--- src/rtl/pipe_hazard_ctrl.sv ---
// Pipeline sequencer for the 5-stage core: resolves memory-wait, branch and RAW-hazard
// stalls into freeze/flush controls, with a memory timeout watchdog and perf counters.
module pipe_hazard_ctrl #(
   parameter int MEM_TIMEOUT = 64,
   parameter int CNT_W       = 16
) (
   input  logic             clk,
   input  logic             rst,
   input  logic [3:0]       src1,
   input  logic [3:0]       src2,
   input  logic             two_src,
   input  logic             exe_wb_en,
   input  logic [3:0]       exe_dest,
   input  logic             exe_mem_r,
   input  logic             mem_wb_en,
   input  logic [3:0]       mem_dest,
   input  logic             fwd_en,
   input  logic             branch_taken,
   input  logic             mem_req,
   input  logic             mem_ready,
   output logic             pc_freeze,
   output logic             if_freeze,
   output logic             if_flush,
   output logic             id_flush,
   output logic             exe_freeze,
   output logic             mem_freeze,
   output logic             hazard,
   output logic             mem_err,
   output logic [CNT_W-1:0] stall_cnt,
   output logic [CNT_W-1:0] flush_cnt,
   output logic [1:0]       state_dbg
);

   typedef enum logic [1:0] {
      RUN      = 2'd0,
      MEM_WAIT = 2'd1,
      ERR      = 2'd2
   } state_t;

   localparam logic [7:0] TIMEOUT_M1 = 8'(MEM_TIMEOUT - 1);

   state_t           state_q, state_d;
   logic [7:0]       wait_cnt_q, wait_cnt_d;
   logic             mem_err_q, mem_err_d;
   logic [CNT_W-1:0] stall_cnt_q, stall_cnt_d;
   logic [CNT_W-1:0] flush_cnt_q, flush_cnt_d;

   logic raw_hazard;
   logic mem_stall;
   logic pc_fr, if_fr, if_fl, id_fl, exe_fr, mem_fr;

   // With forwarding only a load feeding the very next instruction must stall.
   always_comb begin
      if (fwd_en) begin
         raw_hazard = exe_mem_r & ((src1 == exe_dest) | (two_src & (src2 == exe_dest)));
      end else begin
         raw_hazard = (exe_wb_en & (src1 == exe_dest))
                    | (two_src & exe_wb_en & (src2 == exe_dest))
                    | (mem_wb_en & (src1 == mem_dest))
                    | (two_src & mem_wb_en & (src2 == mem_dest));
      end
   end

   always_comb begin
      state_d    = state_q;
      wait_cnt_d = wait_cnt_q;
      mem_err_d  = mem_err_q;
      mem_stall  = 1'b0;
      case (state_q)
         RUN: begin
            mem_stall = mem_req & ~mem_ready;
            if (mem_stall) begin
               state_d    = MEM_WAIT;
               wait_cnt_d = 8'd1;
            end
         end
         MEM_WAIT: begin
            mem_stall = ~mem_ready;
            if (mem_ready) begin
               state_d    = RUN;
               wait_cnt_d = 8'd0;
            end else if (wait_cnt_q == TIMEOUT_M1) begin
               state_d   = ERR;
               mem_err_d = 1'b1;
            end else begin
               wait_cnt_d = wait_cnt_q + 8'd1;
            end
         end
         ERR: begin
            mem_stall = 1'b1;
            mem_err_d = 1'b1;
         end
         default: begin
            state_d    = RUN;
            wait_cnt_d = 8'd0;
         end
      endcase
   end

   // Every flush also freezes IF/ID: the register only honours flush while frozen.
   always_comb begin
      pc_fr  = 1'b0;
      if_fr  = 1'b0;
      if_fl  = 1'b0;
      id_fl  = 1'b0;
      exe_fr = 1'b0;
      mem_fr = 1'b0;
      if (mem_stall) begin
         pc_fr  = 1'b1;
         if_fr  = 1'b1;
         exe_fr = 1'b1;
         mem_fr = 1'b1;
      end else if (branch_taken) begin
         if_fr = 1'b1;
         if_fl = 1'b1;
         id_fl = 1'b1;
      end else if (raw_hazard) begin
         pc_fr = 1'b1;
         if_fr = 1'b1;
         id_fl = 1'b1;
      end
   end

   assign pc_freeze  = rst & pc_fr;
   assign if_freeze  = rst & if_fr;
   assign if_flush   = rst & if_fl;
   assign id_flush   = rst & id_fl;
   assign exe_freeze = rst & exe_fr;
   assign mem_freeze = rst & mem_fr;
   assign hazard     = rst & raw_hazard;
   assign mem_err    = mem_err_q;
   assign stall_cnt  = stall_cnt_q;
   assign flush_cnt  = flush_cnt_q;
   assign state_dbg  = state_q;

   // Counters saturate at all-ones rather than wrapping.
   always_comb begin
      stall_cnt_d = stall_cnt_q;
      flush_cnt_d = flush_cnt_q;
      if (pc_freeze && (stall_cnt_q != '1)) begin
         stall_cnt_d = stall_cnt_q + CNT_W'(1);
      end
      if (if_flush && (flush_cnt_q != '1)) begin
         flush_cnt_d = flush_cnt_q + CNT_W'(1);
      end
   end

   always_ff @(posedge clk or negedge rst) begin
      if (!rst) begin
         state_q     <= RUN;
         wait_cnt_q  <= 8'd0;
         mem_err_q   <= 1'b0;
         stall_cnt_q <= '0;
         flush_cnt_q <= '0;
      end else begin
         state_q     <= state_d;
         wait_cnt_q  <= wait_cnt_d;
         mem_err_q   <= mem_err_d;
         stall_cnt_q <= stall_cnt_d;
         flush_cnt_q <= flush_cnt_d;
      end
   end

endmodule
--- config.mk ---
export PLATFORM = sky130hd
export DESIGN_NAME = pipe_hazard_ctrl
export DESIGN_NICKNAME = d
export VERILOG_FILES = /design/src/rtl/pipe_hazard_ctrl.sv
export SDC_FILE = /design/constraint.sdc
export NUM_CORES = 1
export LEC_CHECK = 0
export ABC_AREA = 1
export BUFFER_PORTS_ARGS = -buffer_cell sky130_fd_sc_hd__buf_2
export CAP_MARGIN = 5
export CORE_MARGIN = 2
export CORE_UTILIZATION = 48
export DETAILED_ROUTE_END_ITERATION = 8
export PLACE_DENSITY = 0.76
export RECOVER_POWER = 25
export SLEW_MARGIN = 20
export SYNTH_ARGS = -nofsm -noshare
export SYNTH_HDL_FRONTEND = slang
export SYNTH_SLANG_ARGS = --single-unit
--- constraint.sdc ---
create_clock -name clk -period 1.5 [get_ports clk]
set_input_delay 0.15 -clock clk [delete_from_list [all_inputs] [get_ports clk]]
set_output_delay 0.15 -clock clk [all_outputs]
set_load 0.03 [all_outputs]
Word-level counts from Yosys, hierarchy flattened
Index checks and enable logic that the tools add are counted.

storage, ports and cells
  logic and storage cells = 72
  output and inout bits = 42
  input port bits = 26
  flip-flop bits (word level) = 43

operators by class
  bitwise operators = 21
  equal/unequal tests = 14
  multiplexer cells = 22
  add/subtract/negate cells = 3
  reductions and logical operators = 7

operators by type and width
  operator                                       number
  adder 16 x 1 -> 16 bit, second input constant  2
  inequality test 16 bit, second input constant  2
  2-to-1 mux 8 bit                               3
  case mux 8 bit (3 select lines)                1
  == test 4 bit                                  4
  bitwise AND 1 bit                              15
  2-to-1 mux 1 bit                               12
  AND reduction 3 bit                            3
  adder 8 x 1 -> 8 bit, second input constant    1
  == test 8 x 6 -> 1 bit, second input constant  1
  2-to-1 mux 2 bit                               3
  inequality test 2 bit, second input constant   3
  inequality test 3 bit, second input constant   2
  case mux 2 bit (3 select lines)                1
  bitwise OR 1 bit                               4
  case mux 1 bit (3 select lines)                1
  == test 2 x 1 -> 1 bit, second input constant  1
  == test 2 bit, second input constant           1
  logical AND 1 bit                              2
  zero test 2 bit                                1
  inverter 1 bit                                 2
  case mux 1 bit (2 select lines)                1
  nonzero test 2 bit                             1

Depth between registers and ports, before layout
  word-level depth = 11
  depth in mapped cells = 14
  gate-level depth less buffers = 13

Worst setup path after synthesis
OpenSTA, ideal clock, no wires.

  kind = flip-flop to flip-flop
  from = register state_q[1], in the netlist state_dbg[1]
  to = register stall_cnt_q[10], in the netlist stall_cnt[10]
  data required time = 1.434 ns
  period minus slack after synthesis = 2.077 ns
  setup time = 0.066 ns
  data arrival time = 2.011 ns
  cell stages (with the launch flop) = 10
  path buffers = 1
  setup slack = -0.577 ns
  cell sequence = dfrtp_1 > nor2_1 > nand2_1 > o21ai_2 > nor2_1 > inv_1 > nand2_1 > buf_2 > nand3_1 > nand2_1

on the way
  word-level cells in the longest chain between the ends = 5
  elaborated cells on any way between the ends = 7
  classes of those cells = 2 x eq/ne; 2 x mux; 1 x bitwise; 2 x reduce/logical

ends and longest elaborated chain
  element                                RTL line  RTL
  from (decl)                            42        state_t state_q, state_d;
  from (signal assigned)                 156       state_q <= state_d;
  == test 2 bit (tied with other cells)  69        case (state_q)
  case mux 1 bit (3 select lines) (*)    69
  2-to-1 mux 1 bit (*)                   108       if (mem_stall) begin
  bitwise AND 1 bit (*)                  124       assign pc_freeze = rst & pc_fr;
  net pc_freeze                          21        output logic pc_freeze,
  logical AND 1 bit (*)                  140       if (pc_freeze && (stall_cnt_q != '1)) begin
  to (signal assigned)                   159       stall_cnt_q <= stall_cnt_d;
  to (decl)                              45        logic [CNT_W-1:0] stall_cnt_q, stall_cnt_d;

Mark *: on every way through the listed nets, which the timed path passes. The rest lies on a longest branch.
A chain may end at the register's enable or synchronous reset.

Worst setup path after layout
  from = register state_q[1], in the netlist state_dbg[1]
  to = register flush_cnt_q[9], in the netlist flush_cnt[9]

on the way
  word-level cells in the longest chain between the ends = 5
  elaborated cells on any way between the ends = 7
  classes of those cells = 2 x eq/ne; 2 x mux; 1 x bitwise; 2 x reduce/logical

ends and longest elaborated chain
  element                                RTL line  RTL
  == test 2 bit (tied with other cells)  69
  case mux 1 bit (3 select lines) (*)    69
  2-to-1 mux 1 bit (*)                   108
  bitwise AND 1 bit (*)                  126       assign if_flush = rst & if_fl;
  logical AND 1 bit (*)                  143       if (if_flush && (flush_cnt_q != '1)) begin
  to (signal assigned)                   160       flush_cnt_q <= flush_cnt_d;
  to (decl)                              46        logic [CNT_W-1:0] flush_cnt_q, flush_cnt_d;

Mark *: on every way between the ends. The rest lies on a longest branch, timed or not.

==> metrics.txt <==
status=finished with violations; failing checks=setup timing; Die Y=79.75 um; Max FO, Critical Path=4; CP peak stage delay=450 ps; Post-Syn Nets=404; post-synth top area cell=dfrtp_1; EDFF count, synth=0; synth warn=0; Slowest-stage cell, CP=dfrtp_2; Cells after Synth=375; Detailed Place HPWL=5262 um; register area share after synthesis=0.3907; synth top area cells=dfrtp_1 (39%), nand2_1 (16%), xor2_1 (7.0%), nand3_1 (6.4%), inv_1 (6.0%); RSZ-0062 raised after global routing=true; CORE AREA=5540 um^2; Slew HR=0.3351; worst hold path class=input pin to flip-flop; 1st-iter DRT viols=151; n_diodes=0; num ports=68; Min Clock Period, post-route=1780 ps; f_max=0.5618 GHz; maxcap violations=0; Required @ worst endpoint=1680 ps; cell area after layout=4267 um^2; CP Cell Sequence=nor2_4 > nand2_2 > o21ai_2 > inv_2 > nor3_4 > buf_6 > nand2_8 > nor2_4 > nand2_2 > o21ai_2 > nand2_1; CP endpoint kind=flip-flop; Die Span X=79.75 um; cell count after placement=564; #FFs+latches synth=43; final net count=546; pwr dens=1148 nW/um^2; die area=6359 um^2; clock tree from TritonCTS=yes; Fin. Hold Viols=0; count leader, synth=nand2_1; clk_lat worst skew=290 ps; largest net degree at the start of global routing=40; Yosys top cell area share=0.3907; routability cong.=0.9246; Register Area=1082 um^2; crit start category=flip-flop; CTS clk-pin slew, worst paths=90 ps; IO Port Bufs=67; # DRC=0; CTS Buf Count=5; worst slew pin tran=997.3 ps; ANT nets after route=0; kind of critical path=flip-flop to flip-flop; Synth cell types=33; worst path arrival time=1960 ps; Multi-input gate area=1810 um^2; Tcrit/Tclk final=1.187; Slew Limit Fails=0; placed cell areas=3622 um^2; delay-heaviest family, CP=simple AND/OR/NAND/NOR gates; Fillers=361; All-Layer GR Usage=0.2612; row cnt=27; drt wl/cell=14.27 um; Bufs on Longest Clock Path=2; post-route insts no fill=590; Area Growth Syn to Fin=54.93%; synth cell count leaders=nand2_1 (121), inv_1 (44), dfrtp_1 (43); Finish-stage setup viols=47; Netlist Area Pre-Place=2754 um^2; worst vdd ir=1139 uV; Buf+Inv Stages, Crit Path=2; final core occ=0.7701; first-pass GRT wire length=13,190 um; grt ovf=0; final wirelength=8418 um; clk root buf=clkbuf_8; ys async rst share=1.000; antenna violations before repair=0; Setup Skew=6.668 ps; initial core utilization=0.4971; vias after detailed routing=3,036; Synth Flop Type=dfrtp_1; vias in the first global route=2,976; Sink Count=43; H-tree Lvls=2; Syn Area/Cell=7.344 um^2; TritonRoute pass-1 iters=4; leakage=2.253 nW; vias per cell=5.146; Hold WS=199.2 ps; slack of the critical path=-280.0 ps; layout cells sized above 1=0.4537
-- area by class of cell --
cell class / count / area share
repair buffers: 139 / 0.2287
flip-flops and latches: 43 / 0.2537
well taps: 72 / 0.02111
clock buffers: 7 / 0.02258
multi-input cells: 278 / 0.4243
repair inverters: 1 / 0.001760
inverters: 49 / 0.04604
clock inverters: 1 / 0.001760
-- kinds of logic after synthesis --
group           Yosys count  share of synthesized area
xor+xnor                 35                     0.1113
fa+ha+maj                 3                    0.01363
compound gates           15                    0.03044
flops                    43                     0.3907
simple gates            224                     0.3694
buf+inv                  54                    0.08041
mux                       1                   0.004089
-- layer usage --
layer	vias to the layer above	routed length, um	global-route usage
li1	1455	-	-
met1	1471	3525	0.3188
met2	92	4433	0.4748
met3	18	314	0.04525
met4	0	145	0.06780
met5	-	0	0
-- registers in the layout (all words and copies together), names as in the netlist --
signal	flops
state_dbg	2
flush_cnt	16
stall_cnt	16
wait_cnt_q	8
mem_err	1
-- path summary, 6_finish.rpt --
kind | from | to | slack [ps] | depth (start not counted)
setup / recovery | state_dbg[1] | flush_cnt[9] | -280 | 11
hold / removal | mem_ready | wait_cnt_q[4] | 200 | 4
setup reg to reg | state_dbg[1] | flush_cnt[9] | -280 | 11
hold reg to reg | mem_err | mem_err | 510 | 1
max in group asynchronous | rst | state_dbg[0] | 460 | 3
min in group asynchronous | rst | wait_cnt_q[3] | 350 | 3
-- stage by stage --
step                      setup slack [ps]  power (mW)  TNS, ps
after floorplan                     -393.1       2.590    -9606
after global placement              -112.5       3.345    -1713
after detailed placement            -152.8       3.407    -4020
after CTS                           -155.7       4.542    -4114
after global routing                -366.7       5.152   -12140
final                               -280.0       4.900    -8493
-- placed cells by master, fill, tap and decap left out, types with 2 or more instances in the layout --
| master | Yosys | routed |
|---|---|---|
| inv_1 | 44 | 40 |
| xor2_1 | 22 | 21 |
| nand3_2 | 1 | 15 |
| nand3_1 | 35 | 18 |
| nand3_4 | 0 | 3 |
| buf_12 | 0 | 2 |
| clkbuf_8 | 0 | 7 |
| nor2_2 | 1 | 5 |
| or2_4 | 1 | 2 |
| ha_4 | 0 | 2 |
| nand2_1 | 121 | 104 |
| nor2_1 | 37 | 27 |
| inv_4 | 0 | 3 |
| buf_8 | 0 | 2 |
| o21ai_2 | 1 | 5 |
| nor3_1 | 7 | 6 |
| nand2_4 | 3 | 5 |
| nand2_8 | 0 | 2 |
| nor2_4 | 2 | 8 |
| buf_2 | 2 | 61 |
| xnor2_1 | 13 | 13 |
| buf_6 | 1 | 13 |
| buf_4 | 2 | 58 |
| nand4_1 | 6 | 6 |
| o21ai_1 | 6 | 5 |
| dfrtp_1 | 43 | 38 |
| clkinvlp_4 | 0 | 2 |
| inv_2 | 4 | 5 |
| a21oi_1 | 2 | 2 |
| nand2_2 | 2 | 15 |
| nor3_4 | 1 | 4 |
| dfrtp_2 | 0 | 5 |
-- worst register-to-register path, stage by stage (launching register included) --
cell and delay, ps:
dfrtp_2 450, nor2_4 130, nand2_2 70, o21ai_2 80, inv_2 80, nor3_4 230
buf_6 140, nand2_8 70, nor2_4 140, nand2_2 100, o21ai_2 120, nand2_1 60
-- where the power goes --
| group | total, mW | switching (mW) | internal (mW) |
|---|---|---|---|
| clock network | 0.841 | 0.421 | 0.420 |
| logic | 2.50 | 1.41 | 1.09 |
| registers | 1.56 | 0.221 | 1.34 |
-- what timing repair did --
| item | 4_1_cts | 5_1_grt |
|---|---|---|
| resized for setup | 48 | 58 |
| endpoints found under the setup margin | 47 | 49 |
| endpoints found under the hold margin | 4 | 0 |
| pin swaps | 23 | 19 |
| hold buffers | 1 | 0 |
| gates cloned | 1 | 0 |
| setup buffers | 11 | 8 |
No activity file was read; power rests on OpenSTA's default activity.
